==> src/rtl/mp4_core.sv <==
// mp4_core: multicycle RV32I core driving a 4-beat x 64-bit burst memory port directly.
// Latency: 8 cycles for ALU/branch/jump, 13 for loads, 18 for stores with zero-wait memory.
// Backpressure: each burst beat advances only on pmem_resp; the FSM stalls until it arrives.
module mp4_core #(
  parameter logic [31:0] RESET_PC = 32'h4000_0000
) (
  input  logic        clk,
  input  logic        rst,
  output logic        pmem_read,
  output logic        pmem_write,
  output logic [31:0] pmem_address,
  output logic [63:0] pmem_wdata,
  input  logic [63:0] pmem_rdata,
  input  logic        pmem_resp,
  output logic        commit,
  output logic [31:0] commit_pc,
  output logic [31:0] commit_inst,
  output logic        halt
);

  localparam logic [6:0] OPC_LUI    = 7'b0110111;
  localparam logic [6:0] OPC_AUIPC  = 7'b0010111;
  localparam logic [6:0] OPC_JAL    = 7'b1101111;
  localparam logic [6:0] OPC_JALR   = 7'b1100111;
  localparam logic [6:0] OPC_BRANCH = 7'b1100011;
  localparam logic [6:0] OPC_LOAD   = 7'b0000011;
  localparam logic [6:0] OPC_STORE  = 7'b0100011;
  localparam logic [6:0] OPC_OPIMM  = 7'b0010011;
  localparam logic [6:0] OPC_OP     = 7'b0110011;

  // The *_END states are the one idle cycle after the 4th beat with the request dropped.
  typedef enum logic [3:0] {
    S_FETCH, S_FETCH_END, S_DECODE, S_EXEC, S_MEM_RD, S_MEM_RD_END, S_MEM_WR, S_MEM_WR_END, S_WB
  } state_t;

  state_t       state, state_nx;
  logic         run;          // low for the cycle(s) of reset so no request leaks out
  logic [1:0]   cnt;          // beat index within the current burst
  logic [31:0]  pc, ir, rs1_val, rs2_val, imm, res, addr, next_pc;
  logic [255:0] line;
  logic [31:0]  rf [32];

  logic [6:0]  opcode;
  logic [2:0]  funct3;
  logic [4:0]  rd, rs1, rs2;
  logic        is_load, is_store, wr_en, xfer, take;
  logic [31:0] imm_c, op2, alu, exec_res, exec_npc, ld_word, ld_val;
  logic [7:0]  ld_byte;
  logic [15:0] ld_half;
  logic [4:0]  shamt;

  assign opcode = ir[6:0];
  assign funct3 = ir[14:12];
  assign rd     = ir[11:7];
  assign rs1    = ir[19:15];
  assign rs2    = ir[24:20];
  // Reserved funct3 codes on loads/stores are treated as unsupported and retire as NOP.
  assign is_load  = (opcode == OPC_LOAD) && (funct3 != 3'd3) && (funct3 != 3'd6) && (funct3 != 3'd7);
  assign is_store = (opcode == OPC_STORE) && !funct3[2] && (funct3[1:0] != 2'd3);
  assign wr_en    = is_load || (opcode == OPC_LUI) || (opcode == OPC_AUIPC) || (opcode == OPC_JAL)
                 || (opcode == OPC_JALR) || (opcode == OPC_OPIMM) || (opcode == OPC_OP);
  assign xfer     = pmem_resp && (pmem_read || pmem_write);

  // Immediate generation by instruction format.
  always_comb begin
    imm_c = {{20{ir[31]}}, ir[31:20]};
    case (opcode)
      OPC_LUI, OPC_AUIPC: imm_c = {ir[31:12], 12'b0};
      OPC_JAL:            imm_c = {{11{ir[31]}}, ir[31], ir[19:12], ir[20], ir[30:21], 1'b0};
      OPC_BRANCH:         imm_c = {{19{ir[31]}}, ir[31], ir[7], ir[30:25], ir[11:8], 1'b0};
      OPC_STORE:          imm_c = {{20{ir[31]}}, ir[31:25], ir[11:7]};
      default:            imm_c = {{20{ir[31]}}, ir[31:20]};
    endcase
  end

  // ALU, branch compare, writeback value and next PC for the EXEC cycle.
  always_comb begin
    op2   = (opcode == OPC_OP) ? rs2_val : imm;
    shamt = op2[4:0];
    alu   = '0;
    case (funct3)
      3'd0: alu = ((opcode == OPC_OP) && ir[30]) ? rs1_val - op2 : rs1_val + op2;
      3'd1: alu = rs1_val << shamt;
      3'd2: alu = {31'b0, $signed(rs1_val) < $signed(op2)};
      3'd3: alu = {31'b0, rs1_val < op2};
      3'd4: alu = rs1_val ^ op2;
      3'd5: alu = ir[30] ? 32'($signed(rs1_val) >>> shamt) : rs1_val >> shamt;
      3'd6: alu = rs1_val | op2;
      default: alu = rs1_val & op2;
    endcase
    take = 1'b0;
    case (funct3)
      3'd0: take = (rs1_val == rs2_val);
      3'd1: take = (rs1_val != rs2_val);
      3'd4: take = ($signed(rs1_val) < $signed(rs2_val));
      3'd5: take = ($signed(rs1_val) >= $signed(rs2_val));
      3'd6: take = (rs1_val < rs2_val);
      3'd7: take = (rs1_val >= rs2_val);
      default: take = 1'b0;
    endcase
    exec_res = alu;
    exec_npc = pc + 32'd4;
    case (opcode)
      OPC_LUI:    exec_res = imm;
      OPC_AUIPC:  exec_res = pc + imm;
      OPC_JAL:    begin exec_res = pc + 32'd4; exec_npc = pc + imm; end
      OPC_JALR:   begin exec_res = pc + 32'd4; exec_npc = (rs1_val + imm) & ~32'd1; end
      OPC_BRANCH: if (take) exec_npc = pc + imm;
      default:    exec_res = alu;
    endcase
  end

  // Load extraction from the buffered data line.
  always_comb begin
    ld_word = line[{addr[4:2], 5'b0} +: 32];
    ld_byte = ld_word[{addr[1:0], 3'b0} +: 8];
    ld_half = ld_word[{addr[1], 4'b0} +: 16];
    case (funct3)
      3'd0:    ld_val = {{24{ld_byte[7]}}, ld_byte};
      3'd1:    ld_val = {{16{ld_half[15]}}, ld_half};
      3'd4:    ld_val = {24'b0, ld_byte};
      3'd5:    ld_val = {16'b0, ld_half};
      default: ld_val = ld_word;
    endcase
  end

  // State register; reset returns to FETCH with the request held off for that cycle.
  always_ff @(posedge clk) begin
    if (!rst) begin
      state <= S_FETCH;
      run   <= 1'b0;
    end else begin
      state <= state_nx;
      run   <= 1'b1;
    end
  end

  // Next-state sequencing through fetch, decode, execute, memory and writeback.
  always_comb begin
    state_nx = state;
    case (state)
      S_FETCH:      if (xfer && cnt == 2'd3) state_nx = S_FETCH_END;
      S_FETCH_END:  state_nx = S_DECODE;
      S_DECODE:     state_nx = S_EXEC;
      S_EXEC:       state_nx = (is_load || is_store) ? S_MEM_RD : S_WB;
      S_MEM_RD:     if (xfer && cnt == 2'd3) state_nx = S_MEM_RD_END;
      S_MEM_RD_END: state_nx = is_store ? S_MEM_WR : S_WB;
      S_MEM_WR:     if (xfer && cnt == 2'd3) state_nx = S_MEM_WR_END;
      S_MEM_WR_END: state_nx = S_WB;
      S_WB:         state_nx = S_FETCH;
      default:      state_nx = S_FETCH;
    endcase
  end

  // Memory-port and retirement-trace outputs decoded from the current state.
  always_comb begin
    pmem_read    = run && ((state == S_FETCH) || (state == S_MEM_RD));
    pmem_write   = run && (state == S_MEM_WR);
    pmem_address = (state == S_FETCH) ? {pc[31:5], 5'b0} : {addr[31:5], 5'b0};
    pmem_wdata   = line[{cnt, 6'b0} +: 64];
    commit       = (state == S_WB);
    commit_pc    = commit ? pc : 32'd0;
    commit_inst  = commit ? ir : 32'd0;
    halt         = commit && (next_pc == pc);
  end

  // Datapath registers, line buffer and register file.
  always_ff @(posedge clk) begin
    if (!rst) begin
      pc      <= RESET_PC;
      cnt     <= 2'd0;
      ir      <= '0;
      rs1_val <= '0;
      rs2_val <= '0;
      imm     <= '0;
      res     <= '0;
      addr    <= '0;
      next_pc <= '0;
      for (int i = 0; i < 32; i++) rf[i] <= '0;
    end else begin
      if (xfer) cnt <= cnt + 2'd1;
      case (state)
        S_FETCH, S_MEM_RD: if (xfer) line[{cnt, 6'b0} +: 64] <= pmem_rdata;
        S_FETCH_END: ir <= line[{pc[4:2], 5'b0} +: 32];
        S_DECODE: begin
          rs1_val <= (rs1 == 5'd0) ? 32'd0 : rf[rs1];
          rs2_val <= (rs2 == 5'd0) ? 32'd0 : rf[rs2];
          imm     <= imm_c;
        end
        S_EXEC: begin
          res     <= exec_res;
          next_pc <= exec_npc;
          addr    <= rs1_val + imm;
        end
        S_MEM_RD_END: begin
          if (is_store) begin
            case (funct3[1:0])
              2'd0:    line[{addr[4:0], 3'b0} +: 8]  <= rs2_val[7:0];
              2'd1:    line[{addr[4:1], 4'b0} +: 16] <= rs2_val[15:0];
              default: line[{addr[4:2], 5'b0} +: 32] <= rs2_val;
            endcase
          end else begin
            res <= ld_val;
          end
        end
        S_WB: begin
          if (wr_en && rd != 5'd0) rf[rd] <= res;
          pc <= next_pc;
        end
        default: ;
      endcase
    end
  end

endmodule

==> config.mk <==
export PLATFORM = sky130hd
export DESIGN_NAME = mp4_core
export DESIGN_NICKNAME = d
export VERILOG_FILES = /design/src/rtl/mp4_core.sv
export SDC_FILE = /design/constraint.sdc
export NUM_CORES = 2
export LEC_CHECK = 0
export CAP_MARGIN = 40
export CORE_MARGIN = 8
export CORE_UTILIZATION = 44
export CTS_CLUSTER_DIAMETER = 150
export DETAILED_ROUTE_END_ITERATION = 8
export PLACE_DENSITY_LB_ADDON = 0.12
export SYNTH_ARGS = -nofsm -noshare
export SYNTH_HDL_FRONTEND = slang
export SYNTH_SLANG_ARGS = --single-unit
==> constraint.sdc <==
create_clock -name clk -period 9.85 [get_ports clk]
set_input_delay 0.985 -clock clk [delete_from_list [all_inputs] [get_ports clk]]
set_output_delay 0.985 -clock clk [all_outputs]
set_load 0.005 [all_outputs]
# Word level (Yosys, flattened, before mapping)

Memory sizes are Yosys's and may differ from the RTL's. A register that Yosys moved wholly into a read port is not among the register bits.
Cells that the tools add are included.

Register bits after elaboration: 519
Bits in latches: 0
RAM bits: 1,024
ROM bits: 0
Input bits: 67
Output and inout bits: 164
Logic and storage cells: 168
Memories kept: 1

Memories:

| name | depth | bits a word | rd ports | clocked after Yosys merged registers in | wr ports | line | RTL |
|---|---|---|---|---|---|---|---|
| rf   | 32    | 32          | 2        | 2                                       | 32       | 41   | `logic [31:0] rf [32];` |

Add/subtract/negate cells: 10
Multiply operators: 0
Divide/modulo/power cells: 0
$lt $le $gt $ge: 6
Equal/unequal tests: 39
Shift operators: 16
Multiplexer cells: 44
Bitwise operators: 3
Reduce and logical (&&, ||, !) cells: 37

Operators by type and width:

| cell                                                                      | count |
|---|---|
| 256-bit bitwise mux                                                       | 4 |
| 256-bit case mux with 2 select lines                                      | 2 |
| 256-bit two-way mux                                                       | 2 |
| 256-bit by 9-bit variable part select with 32-bit output                  | 2 |
| 32-bit two-way mux                                                        | 11 |
| 16-bit by 10-bit variable shift with 256-bit output, first input constant | 1 |
| 32-bit by 10-bit variable shift with 256-bit output, first input constant | 1 |
| 64-bit by 10-bit variable shift with 256-bit output, first input constant | 1 |
| 8-bit by 10-bit variable shift with 256-bit output, first input constant  | 1 |
| 16-bit by 10-bit variable part select with 256-bit output                 | 1 |
| 256-bit by 9-bit variable part select with 64-bit output                  | 1 |
| 32-bit by 10-bit variable part select with 256-bit output                 | 1 |
| 64-bit by 10-bit variable part select with 256-bit output                 | 1 |
| 8-bit by 10-bit variable part select with 256-bit output                  | 1 |
| 32-bit case mux with 7 select lines                                       | 1 |
| 32-bit case mux with 3 select lines                                       | 2 |
| 32-bit less-than comparator                                               | 4 |
| 32-bit case mux with 4 select lines                                       | 1 |
| 31-bit case mux with 4 select lines                                       | 1 |
| 32-bit adder                                                              | 3 |
| 32-bit equality test                                                      | 2 |
| 32-bit greater-or-equal comparator                                        | 2 |
| 32-bit case mux with 2 select lines                                       | 1 |
| 8-bit negator with 10-bit output                                          | 4 |
| 47 further kinds                                                          | 104 |

# Longest topological paths before layout

Depth in word-level cells: 17
Depth in mapped cells: 22
Depth with buffers taken out: 16

# Worst setup path before layout

Ideal clock, no wire load.

Kind: register to register
Start point: register, netlist name addr[2]
End point: register line[0], enable pin
Library setup time: 432 ps
Data arrival time: 4,737 ps
Data required time: 9,418 ps
Slack: 4,681 ps
Cell stages (with the launch flop): 14
Path buffers: 7
Clock period less this slack: 5,169 ps
Path through: dfxtp_1 -> buf_2 -> buf_2 -> buf_2 -> buf_2 -> inv_1 -> ha_1 -> ha_1 -> clkbuf_1 -> or4_1 -> clkbuf_1 -> clkbuf_1 -> a21o_1 -> a21oi_1

RTL lines:

| element                         | line | RTL |
|---|---|---|
| to (signal, indexed assignment) | 183  | `S_FETCH, S_MEM_RD: if (xfer) line[{cnt, 6'b0} +: 64] <= pmem_rdata;` |
| to (signal, indexed assignment) | 198  | `2'd0: line[{addr[4:0], 3'b0} +: 8] <= rs2_val[7:0];` |
| to (signal, indexed assignment) | 199  | `2'd1: line[{addr[4:1], 4'b0} +: 16] <= rs2_val[15:0];` |
| to (decl)                       | 40   | `logic [255:0] line;` |

# Worst setup path after layout

Start point: register ir[3]
End point: register res[29]

Cells in the longest elaborated chain, start to end: 7
Elaborated cells between the ends (all ways): 26
Those cells by class: add/sub: 2; eq/ne: 7; shift: 3; mux: 6; bitwise: 3; reduce/logical: 5

RTL lines:

| element                                        | line   | RTL |
|---|---|---|
| from (decl)                                    | 39     | `logic [31:0] pc, ir, rs1_val, rs2_val, imm, res, addr, next_pc;` |
| from (signal assigned)                         | 184    | `S_FETCH_END: ir <= line[{pc[4:2], 5'b0} +: 32];` |
| 7-bit by 6-bit equality test with 1-bit output | 78, 82 |  |
| 32-bit two-way mux                             | 78     | `op2 = (opcode == OPC_OP) ? rs2_val : imm;` |
| 32-bit adder, or another cell as far along     | 82     | `3'd0: alu = ((opcode == OPC_OP) && ir[30]) ? rs1_val - op2 : rs1_val + op2;` |
| 32-bit two-way mux (on tied branches)          | 82, 87 |  |
| 32-bit case mux with 7 select lines            | 81     | `case (funct3)` |
| 32-bit case mux with 3 select lines            | 103    | `case (opcode)` |
| 32-bit case mux with 2 select lines            | 182    | `case (state)` |
| to (signal assigned)                           | 191    | `res <= exec_res;` |
| to (signal assigned)                           | 203    | `res <= ld_val;` |
| to (decl)                                      | 39     |  |

Several ways; a longest one is shown, not always the timed one.
A chain may end at the register's enable or synchronous reset.

==> flow_summary.ini <==
[run_status]
outcome = finished, violations left
failing_checks = design-rule violations

[drt]
drt_first_iter_violations = 14600
post_drt_wl_per_cell_um = 38.1
vias = 89700
remaining_drc_errors = 30
route.antenna.remaining_nets = 0
drt_wl_total_um = 491000
viasPerCell = 6.96
drt_first_pass_iters = 9

[worst_setup_path]
criticalPathCategory = reg2reg
regToRegEndpoint = res[29]
slowest_delay_ns = 0.60
path_delay_family = compound AO/OA/AOI/OAI gates
crit_path_start_kind = flip-flop
crit_arrival_ns = 6.80
cp_common_cell = buf_4
regToRegSetupSlack_ns = 3.79
cp.required_ns = 10.59
end_kind = flip-flop
r2r.worst_path.cells = 18
cp.buffers_inverters = 4
critical_path.slowest_cell = a31oi_1
path_max_fanout = 52
cp_num_cells = 18
cp_cell_sequence = buf_4 -> nand4bb_4 -> o21ai_0 -> and2_1 -> buf_4 -> clkinv_1 -> buf_4 -> ha_1 -> o21ai_0 -> a31oi_1 -> o41a_1 -> a31oi_1 -> o31ai_1 -> a21o_1 -> a221oi_1 -> nor2_1 -> or4_1 -> nand3_1
worst_r2r_startpoint = ir[3]

[job]
cap_viol_max_count = 0

[floorplanning]
placeableCoreArea_mm2 = 0.237
die_x_um = 503
die_area_mm2 = 0.253
design.portCount = 231
fp-row-count = 179
initial_core_util_pct = 44.1
fp.dieH_um = 503

[yosys]
syn-instance-count = 9607
synth_mux_area_share_pct = 21.4
yosys_register_bits = 1553
top_flip_flop_cell_by_instance_count_after_synthesis = edfxtp_1
adder_cell_share_of_the_synthesized_area_pct = 2.50
synth.distinct_cells = 104
synth_area_in_xor_xnor_pct = 1.33
synth.avg_cell_area_um2 = 10.9
synth_top_family_by_area = multiplexers
synth.yosys.seq_area_share_pct = 42.0
synth_compound_area_share_pct = 13.8
postSynth.asyncResetShare_pct = 0
share_of_synthesized_cell_area_in_and_or_nand_and_nor_gates_pct = 15.0
synth-edff-count = 1280
synth-warning-count = 0
mappedNetlistArea_mm2 = 0.105

[timing]
slew_viol_final = 0
final.setup_skew_ns = 0.0782
unrepaired_setup_endpoints_after_global_routing = false
worst_margin_pin_slew_ns = 1.15
fmaxAchievable_mhz = 165
setup_viol_count_final = 0
final.setup.tns_ns = 0
hold-worst-slack_ns = 0.450
period_share_pct = 61.5
post-route-min-period_ns = 6.06
hold_viol_final = 0
timing.slew.headroom_pct = 23.0

[clock_network]
cts_max_path_buffers = 3
cts-resized-gates = 0
clk_transition_reported_paths_ns = 0.06
clock_insertion_delay_at_the_later_pin_of_the_skew_report_ns = 0.87
cts_tree = yes
cts_htree_levels = 4
cts.repair_timing.setup_buffer_count = 0
hold_buffers = 0
cts_root_buf = clkbuf_16
cts.sinks = 1553
numCtsBuffers = 184

[placement]
number_of_port_buffers = 225
place.detailed.hpwl_um = 336000
gp_congestion = 1.08

[global_routing]
antenna_found_initial = 47
number_of_global_route_vias_before_repair = 84800
grt_first_pass_wirelength_um = 674000
total_grt_overflow = 0
maximum_number_of_pins_on_one_net_before_global_route_repair = 125
grt.total_usage_pct = 37.3

[worst_hold_path]
timing.hold.worst.start = addr[6]
hold_worst_path_end = addr[6]
hold_path.class = reg2reg
min_path_cells = 2

[power_and_ir_drop]
pwr_density_cell_mw_per_mm2 = 159
static-leakage-power_nw = 40.9
vdd_drop_max_v = 0.000162

[finish]
areaGrowthSynthToFinish_pct = 12.8
final_net_count = 9821
final_layout_size_suffix_gt1_share_pct = 18.1
==> synth_stat cells, drive strengths merged (12+ instances only) <==
cell type	count	area, µm²
o22ai	142	888
a221o	12	120
nor4	27	175
a22o	30	263
mux4	834	18800
and2	977	6110
edfxtp	1280	38400
nand3	179	901
ha	204	2550
or3	16	100
nor2	631	2380
dfxtp	273	5470
a311oi	27	243
o221ai	30	263
inv	161	604
a211oi	114	856
o211ai	54	405
a221oi	99	886
mux2	65	732
o21ai	646	3250
nand2	848	3190
nand4	52	325
a21oi	688	3450
o21bai	22	165
clkbuf	718	2700
a22oi	61	458
nand2b	59	369
xnor2	106	928
buf	187	857
nor2b	23	144
and3	150	938
a32oi	14	123
a222oi	48	480
xor2	53	464
mux2i	286	2860
nor3	97	495
o31ai	16	120
a31oi	70	453
a21o	112	841
==> logic make-up (layout without fill, tap and decap cells) <==
logic type | Yosys count | after routing
multiplexers | 1185 | 1185
other | 1 | 56
buffers and inverters | 1071 | 1130
AND/OR/NAND/NOR | 3123 | 3123
XOR/XNOR | 159 | 159
adder cells (fa/ha/maj) | 207 | 207
AO/OA/AOI/OAI | 2308 | 2308
flip-flops | 1553 | 1553
==> layout by cell type, fill, tap and decap left out, types with 114 or more instances in the layout <==
cell and n:
o22ai_1 142, and3_1 149, dfxtp_1 238, nand3_1 176, mux4_2 834, o21ai_0 598, clkdlybuf4s50_1 224, nor2_1 586
nand2_1 843, buf_4 328, ha_1 204, a211oi_1 114, clkbuf_16 185, mux2i_1 285, a21oi_1 683, inv_1 153
edfxtp_1 1280, and2_1 974
==> worst max path at each step <==
stage | startpoint | end | slack (ns)
floorplan | addr[2] | line[0] | 4.68
global placement | ir[3] | res[29] | 3.94
detailed placement | ir[3] | res[29] | 4.03
CTS | ir[3] | res[29] | 3.95
global route | ir[3] | res[29] | 3.49
finish | ir[3] | res[29] | 3.79
==> routing by layer <==
layer  wire [µm]  up-vias  GRT usage (%)  share of wire (%)
met1      179000    44800           48.2                 37
met4       39300       32           23.7                8.0
met3       63200     1462           11.6                 13
li1            -    36500              -                  -
met5         260        -          0.282              0.053
met2      209000     6923           54.7                 43
==> worst min-delay path: stages (launching register included) <==
cell	delay [ns]
dfxtp_1	0.30
nand2_1	0.05
a21oi_1	0.05
==> layout make-up <==
| class | instances | area (µm²) |
|---|---|---|
| inverters | 166 | 631 |
| fillers | 21200 | 119000 |
| flip-flops and latches | 1553 | 44000 |
| clock buffers | 234 | 4900 |
| clock inverters | 107 | 1200 |
| repair buffers | 623 | 5840 |
| multi-input cells | 7019 | 57400 |
| well taps | 3167 | 3960 |
| diodes | 19 | 47.5 |
==> where the power goes <==
| part | internal (W) | switching (W) | total, W | leakage, nW |
|---|---|---|---|---|
| logic | 0.00150 | 0.00256 | 0.00406 | 22.8 |
| clock network | 0.00401 | 0.00305 | 0.00706 | 2.97 |
| registers | 0.00731 | 0.000277 | 0.00759 | 15.1 |
| total | 0.0128 | 0.00589 | 0.0187 | 40.9 |
==> state kept, by name, indices dropped and copies added (netlist names), 4 cells and up, named ones only <==
register,cells
addr,32
imm,32
ir,32
line,256
next_pc,32
pc,32
res,32
rf,1024
rs1_val,32
rs2_val,32
state,4
==> through the flow <==
stage	setup slack, ns	total power [W]	utilization (%)	std cells	area (µm²)
final	3.79	0.0187	49.8	12900	118000
after global routing	3.49	0.0191	49.8	12900	118000
after global placement	3.94	0.0116	46.6	12400	110000
after CTS	3.95	0.0186	49.7	12900	118000
after floorplan	4.68	0.00994	-	9643	105000
after detailed placement	4.03	0.0116	47.1	12500	112000
Note: power is estimated with default switching activity, not from simulation.
